`src/rtl/mem_slot_arbiter.sv`:
```
// ============================================================================
//  Module   : mem_slot_arbiter
//  Purpose  : Fixed-slot DRAM bus arbiter for VID/DSP/BLT/CPU with CPU
//             anti-starvation and bounded blitter burst retention.
//  Revision : 1.0
// ============================================================================
`default_nettype none

module mem_slot_arbiter #(
    parameter int unsigned CYC_LEN    = 3,
    parameter int unsigned STARVE_MAX = 8,
    parameter int unsigned BURST_MAX  = 4
) (
    input  logic       MCK,
    input  logic       RESETL,
    input  logic       PHSYNC,
    input  logic       VIDREQ,
    input  logic       DSPREQ,
    input  logic       BLTREQ,
    input  logic       CPUREQ,
    input  logic       BLTBURST,
    output logic       VIDGNT,
    output logic       DSPGNT,
    output logic       BLTGNT,
    output logic       CPUGNT,
    output logic       SLOTST,
    output logic       BUSY,
    output logic [1:0] OWNER
);

    typedef enum logic [1:0] {
        OWN_VID = 2'd0,
        OWN_DSP = 2'd1,
        OWN_BLT = 2'd2,
        OWN_CPU = 2'd3
    } owner_t;

    localparam logic [2:0] PH_LAST   = 3'(CYC_LEN - 1);
    localparam logic [3:0] CWAIT_SAT = 4'(STARVE_MAX);
    localparam logic [3:0] BURST_LIM = 4'(BURST_MAX);

    logic [2:0] ph;
    logic [3:0] cwait;
    logic [3:0] bcnt;
    owner_t     owner;
    logic       busy;
    logic [3:0] gnt;        // {CPU, BLT, DSP, VID}
    logic       slotst;

    logic       decision;
    logic       burst_active;
    logic       win_valid;
    owner_t     win;

    assign decision     = (ph == PH_LAST) || PHSYNC;
    assign burst_active = busy && (owner == OWN_BLT) && BLTBURST && BLTREQ
                          && (bcnt < BURST_LIM);

    // Fixed priority; a burst-holding blitter only displaces DSP.
    always_comb begin
        win_valid = 1'b1;
        win       = OWN_VID;
        if (VIDREQ)
            win = OWN_VID;
        else if (DSPREQ && !burst_active)
            win = OWN_DSP;
        else if (CPUREQ && (cwait == CWAIT_SAT))
            win = OWN_CPU;
        else if (BLTREQ)
            win = OWN_BLT;
        else if (CPUREQ)
            win = OWN_CPU;
        else
            win_valid = 1'b0;
    end

    always_ff @(posedge MCK or negedge RESETL) begin
        if (!RESETL) begin
            ph     <= 3'd0;
            cwait  <= 4'd0;
            bcnt   <= 4'd0;
            owner  <= OWN_VID;
            busy   <= 1'b0;
            gnt    <= 4'd0;
            slotst <= 1'b0;
        end else if (decision) begin
            ph     <= 3'd0;
            busy   <= win_valid;
            owner  <= win_valid ? win : OWN_VID;
            gnt    <= win_valid ? (4'b0001 << win) : 4'd0;
            slotst <= win_valid;

            if (!CPUREQ || (win_valid && (win == OWN_CPU)))
                cwait <= 4'd0;
            else if (cwait < CWAIT_SAT)
                cwait <= cwait + 4'd1;

            // Consecutive-slot count only grows while the blitter keeps the bus.
            if (win_valid && (win == OWN_BLT)) begin
                if (busy && (owner == OWN_BLT))
                    bcnt <= (bcnt == 4'hF) ? bcnt : bcnt + 4'd1;
                else
                    bcnt <= 4'd1;
            end else begin
                bcnt <= 4'd0;
            end
        end else begin
            ph     <= ph + 3'd1;
            slotst <= 1'b0;
        end
    end

    assign VIDGNT = gnt[0];
    assign DSPGNT = gnt[1];
    assign BLTGNT = gnt[2];
    assign CPUGNT = gnt[3];
    assign SLOTST = slotst;
    assign BUSY   = busy;
    assign OWNER  = owner;

endmodule

`default_nettype wire

```
`config.mk`:
```
export PLATFORM = sky130hd
export DESIGN_NAME = mem_slot_arbiter
export DESIGN_NICKNAME = d
export VERILOG_FILES = /design/src/rtl/mem_slot_arbiter.sv
export SDC_FILE = /design/constraint.sdc
export NUM_CORES = 1
export LEC_CHECK = 0
export ABC_AREA = 1
export BUFFER_PORTS_ARGS = -buffer_cell sky130_fd_sc_hd__buf_2
export CORE_UTILIZATION = 58
export CTS_CLUSTER_SIZE = 24
export DETAILED_ROUTE_END_ITERATION = 8
export HOLD_SLACK_MARGIN = 0.05
export PLACE_DENSITY = 0.82
export SLEW_MARGIN = 5
export SYNTH_ARGS = -nofsm -noshare
export SYNTH_HDL_FRONTEND = slang
export SYNTH_SLANG_ARGS = --single-unit
```
`constraint.sdc`:
```
create_clock -name MCK -period 4.76 [get_ports MCK]
set_clock_uncertainty 0.2 [all_clocks]
set_input_delay 0.476 -clock MCK [delete_from_list [all_inputs] [get_ports MCK]]
set_output_delay 0.476 -clock MCK [all_outputs]
set_load 0.1 [all_outputs]
```
==> impl_summary.log <==
INFO  metric outcome = complete, but fails checks
INFO  metric violations = DRC
INFO  metric clk_transition_reported_paths = 100 ps
INFO  metric remaining_drc_errors = 4
INFO  metric final-hold-violation-count = 0
INFO  metric syn2layout_area_growth = 12.22%
INFO  metric source_to_sink_clock_delay_at_the_later_pin_of_the_worst_skew_pair = roughly 280 ps
INFO  metric finalPower = roughly 0.42 mW
INFO  metric startpoint_class_of_the_critical_path = register
INFO  metric placement.io_buffers = 15
INFO  metric postCtsResizedCells = 0
INFO  metric fp.dieW = approximately 43 um
INFO  metric critPathCaptureType = register
INFO  metric initial_antenna_violation_count = 0
INFO  metric fin_setup_tns = 0 ps
INFO  metric synth.distinct_cells = 19
INFO  metric slew_at_the_pin_with_the_worst_max_slew_slack = about 860 ps
INFO  metric max_slew_margin = 0.4260
INFO  metric cts.root.buffer_cell = sky130_fd_sc_hd__clkbuf_4
INFO  metric timing.final.max_slew_violations = 0
INFO  metric grt.overflow.total = 0
INFO  metric report.final.setup_viol = 0
INFO  metric grt_max_degree = 20
INFO  metric fp.dieH = 43.39 um
INFO  metric cellPowerDensity = between 300 and 400 nW/um^2
INFO  metric total_inserted_antenna_cells = 0
INFO  metric hold_class = in -> reg
INFO  metric initial_utilization = 0.6372
INFO  metric final.min_clock_period = 2379 ps
INFO  metric io_pins = 16
INFO  metric dp_hpwl = 1315 um
INFO  metric setup_slack = 2381 ps
INFO  metric maxCapViolCount = 0
INFO  metric cp_data_required_time = between 4000 and 5000 ps
INFO  metric p_leak = around 0.6 nW
INFO  metric route.detailed.wl_per_inst = 11.44 um
INFO  metric cts_made_buffers = 3
INFO  metric preCtsSetupSlack = 2360 ps
INFO  metric path_cells = inv_1 -> ha_1 -> a21oi_1 -> inv_1 -> a41oi_1 -> a21oi_1
INFO  metric floorplan.rows = 14
INFO  metric crit_path_top_delay_cell = sky130_fd_sc_hd__a21oi_1
INFO  metric maxClockFrequency = roughly 420 MHz
INFO  metric critical_path_arrival = about 2400 ps
INFO  metric layout.nets = around 150
INFO  metric avgSynthCellArea = between 8 and 9 um^2
INFO  metric htreeDepth = 1
INFO  metric dr_total_vias = slightly below 800
INFO  metric cts_tree = done
INFO  metric worst-path-max-fanout = 13
INFO  metric finalWirelength = approximately 1700 um
INFO  metric netlist_instances = approximately 120
INFO  metric numClockSinks = 19
INFO  metric rsz0062_at_grt = no
INFO  metric worst_hold_slack = roughly 250 ps
INFO  metric drive_gt1_frac = 0.2000
INFO  metric multi_input_area = around 450 um^2
INFO  metric critPathMaxStageDelay = approximately 690 ps
INFO  metric synth_sequential_area_ratio = 0.4786
INFO  metric clk_path_buf_depth = 2
INFO  metric first_iter_violations = 20
INFO  metric layout_worst_path_cycle_share = 0.4999
INFO  metric number_of_iterations_in_the_first_detailed_routing_pass = 6
INFO  metric synthesis.area = 993.5 um^2
INFO  metric ys_ff_latch = 19
INFO  metric post_syn_nets = 130
INFO  metric globalRouteTotalUtil = 0.2092
INFO  metric r2r.worst_path.cells = 6
INFO  metric sequential_cell_area = around 480 um^2
INFO  metric grt_first_pass_wirelength = 2939 um
INFO  metric detail_route.vias_per_cell = slightly above 5
INFO  metric min_path_cells = 3
INFO  metric criticalPathCategory = reg -> reg
INFO  metric ant_nets = 0
INFO  metric synth_warnings = 0
INFO  metric fin_util = 0.7151
INFO  metric vdd_ir_drop_max = 243.8 uV
INFO  metric layout.filler_cells = between 100 and 150
INFO  metric grt_pass1_vias = 720
INFO  metric ctsHoldBuffers = 1
INFO  metric routabilityCongestion = around 0.8
INFO  metric post_cts_buffers = 0
INFO  metric floorplan.core_area = between 1500 and 2000 um^2
INFO  metric die_area = 1882 um^2
## worst max-delay path, delay by kind of cell (launching register included)
kind	cells	cell delay (ps)
AOI/OAI and AO/OA	3	1010
buffers and inverters	2	490
adders and majority gates	1	190
DFF	1	380
## power breakdown
group          switching [mW]  internal (mW)
logic                   0.112         0.0292
clock network          0.0446         0.0325
registers              0.0165          0.181
## kinds of logic (layout without fill, tap and decap cells)
group	Yosys count	count (layout)	synth area share
AOI/OAI and AO/OA	11	11	0.05920
adders and majority gates	5	5	0.06297
xor gates and xnor gates	4	4	0.03527
DFF	19	19	0.4786
buffers and inverters	17	35	0.06675
and+or+nand+nor	61	61	0.2972
## layout make-up
class	count	area share
inverter	15	0.05051
timing repair buffer	16	0.07632
sequential	19	0.4265
multi-input combinational	81	0.4052
clock buffer	4	0.02357
tap	16	0.01796
## layout by cell type, fill, tap and decap left out
master                           n
sky130_fd_sc_hd__dlygate4sd3_1   1
sky130_fd_sc_hd__nand2_2         3
sky130_fd_sc_hd__clkbuf_1        1
sky130_fd_sc_hd__inv_1          15
sky130_fd_sc_hd__nand2_1        32
sky130_fd_sc_hd__nand3_2         2
sky130_fd_sc_hd__o21ai_0         6
sky130_fd_sc_hd__clkbuf_4        3
sky130_fd_sc_hd__nor3_4          1
sky130_fd_sc_hd__nor2_2          1
sky130_fd_sc_hd__nand4_1         3
sky130_fd_sc_hd__dfrtp_1        19
sky130_fd_sc_hd__buf_2          15
sky130_fd_sc_hd__xnor2_1         1
sky130_fd_sc_hd__nand2_4         1
sky130_fd_sc_hd__nand3_1         7
sky130_fd_sc_hd__xor2_1          3
sky130_fd_sc_hd__nor2_1         10
sky130_fd_sc_hd__a21oi_1         4
sky130_fd_sc_hd__a41oi_1         1
sky130_fd_sc_hd__ha_1            5
sky130_fd_sc_hd__nor2_4          1
## state kept, by name, summed over array words and instances (netlist names)
name,flops
gnt,4
ph,3
cwait,4
bcnt,4
SLOTST,1
OWNER,2
BUSY,1
## through the flow
stage	area, um^2	instances
global route	1115	151
CTS	1115	151
floorplan	993.5	117
global placement	1079	146
detailed placement	1079	146
finish	1115	151
## per-layer routing
layer | vias up | routed length, um | share of wire | track usage
li1 | 406 | - | - | -
met1 | 360 | 805 | 0.47 | 0.2672
met2 | 10 | 857 | 0.50 | 0.3515
met3 | 2 | 53 | 0.031 | 0.03750
met4 | 0 | 10 | 0.0058 | 0.08750
met5 | - | 0 | 0 | 0
## worst paths after layout
check | from | end | slack (ps)
max in group asynchronous | RESETL | gnt[1] | 3620
min | VIDREQ | gnt[0] | 250
max reg2reg | ph[0] | cwait[3] | 2380
max | ph[0] | cwait[3] | 2380
min in group asynchronous | RESETL | OWNER[1] | 460
min reg2reg | ph[0] | ph[0] | 270
## cells in the mapped netlist
master                     n  share of area
sky130_fd_sc_hd__xnor2_1   1         0.0088
sky130_fd_sc_hd__nand4_1   3          0.019
sky130_fd_sc_hd__ha_1      5          0.063
sky130_fd_sc_hd__a41oi_1   1         0.0088
sky130_fd_sc_hd__nand2_4   1          0.011
sky130_fd_sc_hd__nand2_1  32           0.12
sky130_fd_sc_hd__dfrtp_1  19           0.48
sky130_fd_sc_hd__nand3_1   7          0.035
sky130_fd_sc_hd__nand3_2   2          0.020
sky130_fd_sc_hd__o21ai_0   6          0.030
sky130_fd_sc_hd__nor2_1   10          0.038
sky130_fd_sc_hd__nor2_2    1         0.0063
sky130_fd_sc_hd__xor2_1    3          0.026
sky130_fd_sc_hd__nand2_2   3          0.019
sky130_fd_sc_hd__buf_2     2          0.010
sky130_fd_sc_hd__nor2_4    1          0.011
sky130_fd_sc_hd__a21oi_1   4          0.020
sky130_fd_sc_hd__nor3_4    1          0.016
sky130_fd_sc_hd__inv_1    15          0.057
Power figures use the tool's default switching activity.
